--- src/rtl/clint_pkg.sv ---
// clint_pkg: register offsets, FSM encoding and reset constants shared by the CLINT timer.
package clint_pkg;
    localparam logic [15:0] CLINT_MSIP        = 16'h0000;
    localparam logic [15:0] CLINT_MTIMECMP_LO = 16'h4000;
    localparam logic [15:0] CLINT_MTIMECMP_HI = 16'h4004;
    localparam logic [15:0] CLINT_MTIME_LO    = 16'hBFF8;
    localparam logic [15:0] CLINT_MTIME_HI    = 16'hBFFC;
    localparam logic [63:0] MTIMECMP_RST      = 64'hFFFF_FFFF_FFFF_FFFF;

    typedef enum logic [1:0] {ST_IDLE, ST_WAIT, ST_RESP} clint_state_t;

    // One-hot select {mtime_hi, mtime_lo, mtimecmp_hi, mtimecmp_lo, msip}; zero when unmapped.
    function automatic logic [4:0] clint_decode(input logic [13:0] word);
        return {word == CLINT_MTIME_HI[15:2], word == CLINT_MTIME_LO[15:2],
                word == CLINT_MTIMECMP_HI[15:2], word == CLINT_MTIMECMP_LO[15:2],
                word == CLINT_MSIP[15:2]};
    endfunction
endpackage

--- src/rtl/clint_mtime_counter.sv ---
// clint_mtime_counter: prescaled 64-bit mtime with half-word write ports that override the tick.
module clint_mtime_counter #(
    parameter int TICK_DIV = 1
) (
    input  logic        clk,
    input  logic        rst,
    input  logic        wr_lo,
    input  logic        wr_hi,
    input  logic [31:0] wdata,
    output logic [63:0] mtime
);
    logic [31:0] psc;
    logic        tick;

    assign tick = psc == 32'(TICK_DIV - 1);

    always_ff @(posedge clk) begin
        if (rst) begin
            psc   <= '0;
            mtime <= '0;
        end else begin
            psc <= tick ? '0 : psc + 32'd1;
            if (wr_lo || wr_hi)
                mtime <= {wr_hi ? wdata : mtime[63:32], wr_lo ? wdata : mtime[31:0]};
            else if (tick)
                mtime <= mtime + 64'd1;
        end
    end
endmodule

--- src/rtl/clint_timer.sv ---
// clint_timer: bus-mapped msip/mtimecmp/mtime block driving the core's mtip and msip lines.
module clint_timer
    import clint_pkg::*;
#(
    parameter logic [31:0] BASE_ADDR   = 32'h8000_0000,
    parameter int          TICK_DIV    = 1,
    parameter int          WAIT_CYCLES = 0
) (
    input  logic        clk,
    input  logic        rst,
    input  logic [31:0] bus_addr,
    input  logic [31:0] bus_wdata,
    input  logic        bus_write,
    input  logic        bus_valid,
    output logic [31:0] bus_rdata,
    output logic        bus_ready,
    output logic        mtip,
    output logic        msip
);
    clint_state_t state;
    logic [3:0]   cnt;
    logic         skip;
    logic         cap_write;
    logic [31:0]  cap_wdata;
    logic [4:0]   cap_sel;
    logic [4:0]   sel;
    logic [31:0]  rd;
    logic [63:0]  mtime;
    logic [63:0]  mtimecmp;
    logic         msip_reg;
    logic         commit;
    logic         unused_ok;

    assign unused_ok = &{1'b0, bus_addr[1:0]};
    assign sel = (bus_addr[31:16] == BASE_ADDR[31:16]) ? clint_decode(bus_addr[15:2]) : '0;
    assign rd = sel[0] ? {31'b0, msip_reg} :
                sel[1] ? mtimecmp[31:0] :
                sel[2] ? mtimecmp[63:32] :
                sel[3] ? mtime[31:0] :
                sel[4] ? mtime[63:32] : '0;
    assign commit = state == ST_RESP && cap_write;
    assign bus_ready = state == ST_RESP;
    assign msip = msip_reg;

    clint_mtime_counter #(.TICK_DIV(TICK_DIV)) u_counter (
        .clk   (clk),
        .rst   (rst),
        .wr_lo (commit && cap_sel[3]),
        .wr_hi (commit && cap_sel[4]),
        .wdata (cap_wdata),
        .mtime (mtime)
    );

    always_ff @(posedge clk) begin
        if (rst) begin
            state     <= ST_IDLE;
            cnt       <= '0;
            skip      <= 1'b0;
            cap_write <= 1'b0;
            cap_wdata <= '0;
            cap_sel   <= '0;
            bus_rdata <= '0;
            mtimecmp  <= MTIMECMP_RST;
            msip_reg  <= 1'b0;
            mtip      <= 1'b0;
        end else begin
            mtip <= mtime >= mtimecmp;
            case (state)
                ST_IDLE: begin
                    skip <= 1'b0;
                    if (bus_valid && !skip) begin
                        cap_sel   <= sel;
                        cap_write <= bus_write;
                        cap_wdata <= bus_wdata;
                        bus_rdata <= bus_write ? '0 : rd;
                        cnt       <= 4'(WAIT_CYCLES - 1);
                        state     <= (WAIT_CYCLES > 0) ? ST_WAIT : ST_RESP;
                    end
                end
                ST_WAIT: begin
                    cnt   <= cnt - 4'd1;
                    state <= (cnt == 4'd0) ? ST_RESP : ST_WAIT;
                end
                ST_RESP: begin
                    // The held valid is still high for one cycle; skip blocks a second accept.
                    state     <= ST_IDLE;
                    skip      <= 1'b1;
                    bus_rdata <= '0;
                    if (cap_write && cap_sel[0]) msip_reg <= cap_wdata[0];
                    if (cap_write && cap_sel[1]) mtimecmp[31:0] <= cap_wdata;
                    if (cap_write && cap_sel[2]) mtimecmp[63:32] <= cap_wdata;
                end
                default: state <= ST_IDLE;
            endcase
        end
    end
endmodule

--- config.mk ---
export PLATFORM = sky130hd
export DESIGN_NAME = clint_timer
export DESIGN_NICKNAME = d
export VERILOG_FILES = /design/src/rtl/clint_pkg.sv /design/src/rtl/clint_mtime_counter.sv /design/src/rtl/clint_timer.sv
export SDC_FILE = /design/constraint.sdc
export NUM_CORES = 1
export LEC_CHECK = 0
export ABC_CLOCK_PERIOD_IN_PS = 5900
export CORE_MARGIN = 4
export CORE_UTILIZATION = 30
export CTS_BUF_LIST = sky130_fd_sc_hd__clkbuf_16
export DETAILED_ROUTE_END_ITERATION = 8
export PLACE_DENSITY = 0.5
export SETUP_SLACK_MARGIN = 0.15
export SLEW_MARGIN = 40
export SYNTH_ARGS = -nofsm -noshare
export SYNTH_HDL_FRONTEND = slang
export SYNTH_HIERARCHICAL = 1
export SYNTH_SLANG_ARGS = --single-unit
--- constraint.sdc ---
create_clock -name clk -period 5.9 [get_ports clk]
set_clock_uncertainty 0.05 [all_clocks]
set_input_delay 0.885 -clock clk [delete_from_list [all_inputs] [get_ports clk]]
set_output_delay 0.885 -clock clk [all_outputs]
set_load 0.05 [all_outputs]
==> metrics.cfg <==
[status]
status = completed

[synthesis]
yosys.area.top_type_share_pct = 36.7
yosysTopAreaCell = dfxtp_1
synthDistinctLibCells = 69
syn-cell-area_sq_um = 13000
synth-edff-count = 0
ys_warn_count = 6
synthArstFlopShare_pct = 0
synth_ff_type = dfxtp_1
syn_inst = 1576
synthesis.nets = 1712
synthTopCellsByArea = dfxtp_1 (37%), ha_1 (6.5%), nand2_1 (5.5%)
synth_most_common_cell = dfxtp_1
synth_common_cells = dfxtp_1 (239), nand2_1 (192), nor2_1 (157), a21oi_1 (92), inv_1 (84)
avgSynthCellArea_sq_um = 8.27
synth-seq-cells = 239
ys_seq_area_share_pct = 36.7

[detailed_routing]
drt_iter0_markers = 902
drc = 0
wirelength_um = 45200
wire_per_inst_um = 20.1
firstDrtPassIters = 5
viasPerCell = 5.50
vias = 12400
detail-route-antenna-nets = 0

[final_layout]
fill_cells = 4558
antenna_cells = 0
fin_nets = 1777
drive_gt1_share_pct = 7.27
seqCellArea_sq_um = 4780
top_regs = mtimecmp: 64 flops, u_counter/mtime: 64 flops
design_area_sq_um = 15600
utilization_pct = 36.3
multi_input_area_sq_um = 7520
area_growth_pct = 19.7

[power_and_ir_drop]
irDropWorstVdd_v = 0.000193
power_density_nw_per_um2 = 240
p_leak_uw = 0.00587

[die]
die_area_sq_um = 46900
rows = 76
num_io_pins = 103
start_util_pct = 30.3
die_h_um = 216
die_w_um = 216
core_area_sq_um = 43000

[clock_network]
cts_buffer_depth = 3
clock_sinks = 239
cts_buffers = 31
htreeDepth = 1
post_cts.repair.setup_buffers = 0
cts_root_buf = clkbuf_16
clk_pin_slew_ns = 0.06
cts_hold_buf = 0
cts_resized = 0
cts_tree = built
clk_latency_ns = 0.58

[place]
gp_congestion = 0.911
hpwl_um = 31200
placed_cell_area_sq_um = 14600
io_buffers = 100

[sta]
maxSlewViolCount = 0
setup_tns_ns = 0
fmax_mhz = 295
fin_crit_ns = 3.39
timing.final.crit_share_pct = 57.5
setup_viol = 0
rsz0062_at_grt = false
worst_slew_pin_slew_ns = 0.832
slew_headroom_pct = 44.3
hold_viol = 0

[worst_setup_path]
path_class = reg -> reg
cp_data_required_time_ns = 6.37
start_kind = flop
critPathCaptureType = flop
arrival_ns = 3.86
worst-path-max-fanout = 12

[global_routing]
antenna_found_initial = 0
grt_max_degree = 65
grt_overflow = 0
grt_pass1_vias = 11800
grtUsageTotal_pct = 18.6
grt_pass1_wl_um = 70000

[hold_path]
hold_class = reg -> reg

[run]
drv_cap = 0

[through the flow]
stage	total power (uW)	hold slack, ns	instances	worst slack, ns
4_1_cts	3800	0.398	2250	2.57
6_report	3750	0.396	2250	2.51
5_1_grt	3880	0.424	2250	2.39
2_1_floorplan	1760	0.377	1576	2.97
3_5_place_dp	1860	0.392	2193	2.41
3_3_place_gp	1850	0.384	2186	2.11
[worst max-delay path, stage by stage (launching register included)]
cell     delay (ns)
dfxtp_1        0.44
nor2_1         0.17
and3_1         0.22
buf_4          0.21
nor2_1         0.64
buf_4          0.30
nand4_1        0.58
o41ai_1        0.55
a32o_1         0.17
[final cells by class]
class / count / area share (%)
Timing Repair Buffer: 125 / 7.86
Clock inverter: 26 / 1.60
Clock buffer: 31 / 4.97
Inverter: 86 / 2.07
Multi-Input combinational cell: 1158 / 48.2
Sequential cell: 239 / 30.7
Tap cell: 585 / 4.69
[cells in the final DEF, fill, tap and decap left out, types with 8 or more instances in the layout]
master	count
nor4_1	18
buf_4	22
nand3_1	58
a32o_1	11
and4_1	23
a22oi_1	59
clkbuf_16	31
clkdlybuf4s50_1	99
dfxtp_1	239
clkinv_1	10
nor2_1	155
o211ai_1	25
o22ai_2	10
o22ai_1	23
or4_1	8
o21ai_0	43
a211oi_1	16
a31oi_1	8
a211o_1	64
nor3_1	22
clkinv_2	8
o31ai_1	13
ha_1	68
a21oi_1	92
and3_1	16
nand4_1	51
o31a_1	10
xnor2_1	9
a22o_1	36
xor2_1	31
inv_1	87
nand2_1	192
[worst paths after layout]
kind	start	end	slack (ns)	cells past startpoint
worst max-delay path	state[0]	u_counter/mtime[57]	2.51	8
worst min-delay path	cap_sel[1]	cap_sel[1]	0.40	2
worst max register to register	state[0]	u_counter/mtime[57]	2.51	8
worst min register to register	cap_sel[1]	cap_sel[1]	0.40	2
[power by group]
part           total, uW  internal [uW]  switching, uW  leakage, uW
Combinational        161           70.3           90.4      0.00341
Sequential          1670           1630           30.6      0.00193
Clock               1920           1170            755     0.000521
Total               3750           2870            876      0.00587
[per-layer routing]
metal | vias to the layer above | share of wire [%] | global-route usage (%)
li1 | 5958 | - | -
met1 | 5968 | 47 | 25.9
met2 | 386 | 45 | 30.4
met3 | 69 | 6.5 | 2.92
met4 | 0 | 1.8 | 4.27
met5 | - | 0 | 0
[kinds of logic (layout without fill, tap and decap cells)]
logic type                 after synthesis  after routing  synth area share (%)
muxes                                    3              3                 0.240
adders and majority gates               68             68                  6.53
and+or+nand+nor                        608            608                  23.6
xor gates and xnor gates                40             40                  2.69
buffers and inverters                  179            268                  5.96
AOI/OAI and AO/OA                      439            439                  24.2
DFF                                    239            239                  36.7
(Power assumes the default switching activity.)
==> variant 1 (config.mk and constraints unchanged) <==
Make the reset (`rst`) asynchronous in 2 clocked blocks.
--- a/src/rtl/clint_mtime_counter.sv
+++ b/src/rtl/clint_mtime_counter.sv
@@ -14,7 +14,7 @@
 
     assign tick = psc == 32'(TICK_DIV - 1);
 
-    always_ff @(posedge clk) begin
+    always_ff @(posedge clk or posedge rst) begin
         if (rst) begin
             psc   <= '0;
             mtime <= '0;
--- a/src/rtl/clint_timer.sv
+++ b/src/rtl/clint_timer.sv
@@ -51,7 +51,7 @@
         .mtime (mtime)
     );
 
-    always_ff @(posedge clk) begin
+    always_ff @(posedge clk or posedge rst) begin
         if (rst) begin
             state     <= ST_IDLE;
             cnt       <= '0;
Function: differs if rst is asserted again (counterexample within 4 cycles, from zero or initial values and one cycle with rst high); with rst held inactive, the same outputs for 4 cycles.
==> variant 1 against the original RTL <==
First-iteration DRC count down 2.7%. Routed wire length up 4.2%. Sequential share of layout area up 5.6 points. Power up 1.1%. Largest power group unchanged. Area after synthesis up 8.9%. Sequential cell count unchanged. Final area up 7.2%. Setup slack worse by 0.16 ns. Clock power down 7%. Final cell count down 1.0%.
==> variant 1: results <==
export IMPL_totalWireLength_um=47040
export IMPL_clk_pin_slew_ns=0.06
export IMPL_cts_inserted_buffers=29
export IMPL_timing_critical_path_slowest_cell_delay_ns=0.81
export IMPL_post_synth_inst_count=1533
export IMPL_yosys_cell_types_count=80
export IMPL_dp_cells=2173
export IMPL_number_of_global_route_vias_before_repair=12290
export IMPL_finish_utilization_pct=35.85
export IMPL_net_count_of_the_mapped_netlist=1669
export IMPL_globalRouteMet1Util_pct=25.77
export IMPL_seqAreaFraction_pct=36.23
export IMPL_p_switching_w=0.0009512
export IMPL_clock_buffer_count=29
export IMPL_outcome="complete, no violations"
export IMPL_route_met3_wl_um=2314
export IMPL_post_drt_via_cell_ratio=5.525
export IMPL_max_slew_margin_pct=43.10
export IMPL_grt_pass1_wl_um=73790
export IMPL_multi_input_area_mm2=0.007460
export IMPL_placement_setup_worst_slack_ns=2.253
export IMPL_yosys_register_bits=239
export IMPL_final_cell_count_no_fill=2227
export IMPL_met2WireLength_um=22110
export IMPL_final_nonclk_buf_share_pct=7.061
export IMPL_yosysSeqAreaShare_pct=42.67
export IMPL_drive_above_1_share_pct=14.14
export IMPL_synth_async_reset_ratio_pct=100.0
export IMPL_hold_class="reg -> reg"
export IMPL_final_weighted_congestion_in_routability_driven_placement=0.8853
export IMPL_filler_cell_count=4823
export IMPL_grt_util_met3_pct=2.639
export IMPL_synth_cells_most_frequent="sky130_fd_sc_hd__nand2_1 (207), sky130_fd_sc_hd__dfrtp_1 (175), sky130_fd_sc_hd__nor2_1 (121)"
export IMPL_ys_top_cells_by_area="sky130_fd_sc_hd__dfrtp_1 (31%), sky130_fd_sc_hd__dfstp_2 (12%), sky130_fd_sc_hd__ha_1 (6.0%)"
export IMPL_multi_input_cells=1123
export IMPL_grt_total_usage_pct=18.26
export IMPL_dr_first_iter_drc_count=878
export IMPL_hpwlAfterDp_um=32130
export IMPL_clkLatencyLatePin_ns=0.56
export IMPL_clock_path_buffers=3
export IMPL_timing_critical_path_slowest_stage_cell="sky130_fd_sc_hd__nand3_1"
export IMPL_nonClockInverterCount=84
export IMPL_worst_ir_drop_vdd_v=0.0001710
export IMPL_static_leakage_power_nw=7.070
export IMPL_route_layer_met1_wl_um=21550
export IMPL_layout_top_registers="mtimecmp: 64 flops, u_counter/mtime: 64 flops"
export IMPL_path_max_fanout=16
export IMPL_pin_count_of_the_biggest_net_entering_global_routing=81
## variant 1: cell types whose count changed after synthesis, moves of 20 or more
cell and delta:
sky130_fd_sc_hd__dfxtp_1 -239, sky130_fd_sc_hd__dfrtp_1 +175, sky130_fd_sc_hd__a211o_1 -64, sky130_fd_sc_hd__dfstp_2 +64, sky130_fd_sc_hd__mux2_2 +64, sky130_fd_sc_hd__a22oi_1 -56
sky130_fd_sc_hd__nor2_1 -36, sky130_fd_sc_hd__mux2i_1 +30, sky130_fd_sc_hd__o22ai_1 +23, sky130_fd_sc_hd__o211ai_1 -22, sky130_fd_sc_hd__buf_2 -20
## variant 1: logic make-up after synthesis
family / synth area share, %
flops: 42.67
simple gates: 21.04
buf+inv: 5.497
fa+ha+maj: 5.991
xor+xnor: 1.912
compound gates: 15.48
mux: 7.409
## variant 1: power by group through the flow
stage / Sequential (W) / Combinational (W) / Clock [W]
after floorplan: 0.00176 / 0.000130 / 0
after global placement: 0.00180 / 0.000226 / 0
after detailed placement: 0.00180 / 0.000230 / 0
after CTS: 0.00178 / 0.000231 / 0.00183
after global routing: 0.00179 / 0.000252 / 0.00190
final: 0.00177 / 0.000223 / 0.00179
## variant 1: path summary, 6_finish.rpt
| kind | start | end | slack [ns] | cells after the start |
|---|---|---|---|---|
| min in group asynchronous | rst | cap_wdata[27] | 0.84 | 2 |
| worst max-delay path | state[1] | u_counter/mtime[42] | 2.34 | 7 |
| worst min-delay path | cap_sel[4] | cap_sel[4] | 0.42 | 2 |
| worst min register to register | cap_sel[4] | cap_sel[4] | 0.42 | 2 |
| max in group asynchronous | rst | mtimecmp[8] | 4.04 | 3 |
| worst max register to register | state[1] | u_counter/mtime[42] | 2.34 | 7 |
==> variant 2 (config.mk and constraints unchanged) <==
Made on the original files. Re-encode `clint_state_t` (3 states) as one-hot, 3 bits wide.
--- a/src/rtl/clint_pkg.sv
+++ b/src/rtl/clint_pkg.sv
@@ -7,7 +7,7 @@
     localparam logic [15:0] CLINT_MTIME_HI    = 16'hBFFC;
     localparam logic [63:0] MTIMECMP_RST      = 64'hFFFF_FFFF_FFFF_FFFF;
 
-    typedef enum logic [1:0] {ST_IDLE, ST_WAIT, ST_RESP} clint_state_t;
+    typedef enum logic [2:0] {ST_IDLE = 3'b001, ST_WAIT = 3'b010, ST_RESP = 3'b100} clint_state_t;
 
     // One-hot select {mtime_hi, mtime_lo, mtimecmp_hi, mtimecmp_lo, msip}; zero when unmapped.
     function automatic logic [4:0] clint_decode(input logic [13:0] word);
Behaviour: same outputs for any inputs over 4 cycles, from zero or initial values and one cycle with rst high; so few cycles prove little.
==> variant 2 against the original RTL <==
Via count fell by 2.6%. Routed wire length fell by 2.5%. Final area fell by 1.1%. Setup slack got worse by 0.61 ns. Area after synthesis fell by 0.48%. Maximum frequency fell by 15%. Sequential cell count rose by 1. Power fell by 1.1%. Hold slack improved by 0.0015 ns. Die area fell by 0.46%. Critical endpoint is now u_counter/mtime[12]. Largest cell class unchanged.
==> variant 2: results <==
export IMPL_arrival_time_at_the_worst_endpoint_ns=4.38
export IMPL_dp_cells=2174
export IMPL_totalWireLength_um=44030
export IMPL_placement_setup_worst_slack_ns=1.959
export IMPL_hpwlAfterDp_um=30490
export IMPL_r2r_slack_ns=1.90
export IMPL_grt_pass1_wl_um=69480
export IMPL_static_leakage_power_nw=6.061
export IMPL_timing_hold_worst_endpoint="cap_sel[2]"
export IMPL_net_count_of_the_mapped_netlist=1706
export IMPL_path_max_fanout=17
export IMPL_hold_worst_slack_ns=0.3971
export IMPL_final_weighted_congestion_in_routability_driven_placement=0.8922
export IMPL_drt_first_pass_iters=7
export IMPL_cts_inserted_buffers=30
export IMPL_dr_first_iter_drc_count=875
export IMPL_outcome="complete, no violations"
export IMPL_yosys_cell_types_count=65
export IMPL_timing_critical_path_slowest_stage_cell="sky130_fd_sc_hd__clkinv_1"
export IMPL_slew_worst_pin_ns=0.8314
export IMPL_synth_yosys_warnings=6
export IMPL_yosysSeqAreaShare_pct=37.03
export IMPL_num_nets_final=1765
export IMPL_ys_top_cells_by_area="sky130_fd_sc_hd__dfxtp_1 (37%), sky130_fd_sc_hd__nand2_1 (7.3%), sky130_fd_sc_hd__ha_1 (6.6%)"
export IMPL_final_cell_count_no_fill=2229
export IMPL_post_drt_via_cell_ratio=5.409
export IMPL_r2r_end="u_counter/mtime[12]"
export IMPL_synth_cells_most_frequent="sky130_fd_sc_hd__nand2_1 (254), sky130_fd_sc_hd__dfxtp_1 (240), sky130_fd_sc_hd__nor2_1 (94)"
export IMPL_pin_count_of_the_biggest_net_entering_global_routing=67
export IMPL_startpoint="state[0]"
export IMPL_post_synth_inst_count=1570
export IMPL_filler_cell_count=4411
variant 2: worst max-delay path by stage:
stage | endpoint | slack [ns]
2_1_floorplan | u_counter/mtime[16] | 3.12
3_3_place_gp | u_counter/mtime[12] | 2.11
3_5_place_dp | u_counter/mtime[12] | 1.96
4_1_cts | u_counter/mtime[12] | 1.93
5_1_grt | u_counter/mtime[12] | 1.61
6_report | u_counter/mtime[12] | 1.90
variant 2: cell type report:
type	count	area, µm²	share of cell area (%)
Sequential cell	240	4805	31.11
Clock inverter	24	209.0	1.353
Tap cell	577	721.9	4.675
Multi-Input combinational cell	1152	7481	48.44
Inverter	89	334.1	2.163
Clock buffer	31	775.7	5.024
Timing Repair Buffer	116	1116	7.227
variant 2: power by group:
part	switching (W)	internal, W	leakage [nW]	total (W)
Clock	0.000738	0.00111	0.514	0.00185
Combinational	0.000102	0.0000764	3.60	0.000179
Sequential	0.0000320	0.00164	1.94	0.00167
Total	0.000872	0.00283	6.06	0.00370
variant 2: cells by family (layout without fill, tap and decap cells):
kind of cell / after synthesis / count (layout) / share of synthesized area [%]
simple gates: 595 / 595 / 22.91
compound gates: 384 / 384 / 20.16
flops: 240 / 240 / 37.03
buf+inv: 178 / 260 / 5.613
fa+ha+maj: 68 / 68 / 6.558
mux: 65 / 65 / 5.025
xor+xnor: 40 / 40 / 2.700
variant 2: critical path, delay by kind of cell (launching register included):
kind | cells | cell delay, ns
simple gates | 6 | 2.31
compound gates | 1 | 0.38
flops | 1 | 0.33
buf+inv | 1 | 0.78
variant 2: metal layers:
metal,vias to the layer above,GRT usage [%],share of wire [%]
met5,-,0,0
met4,0,4.480,2.5
met3,67,2.729,5.8
met2,370,30.15,45
met1,5744,25.51,47
li1,5876,-,-
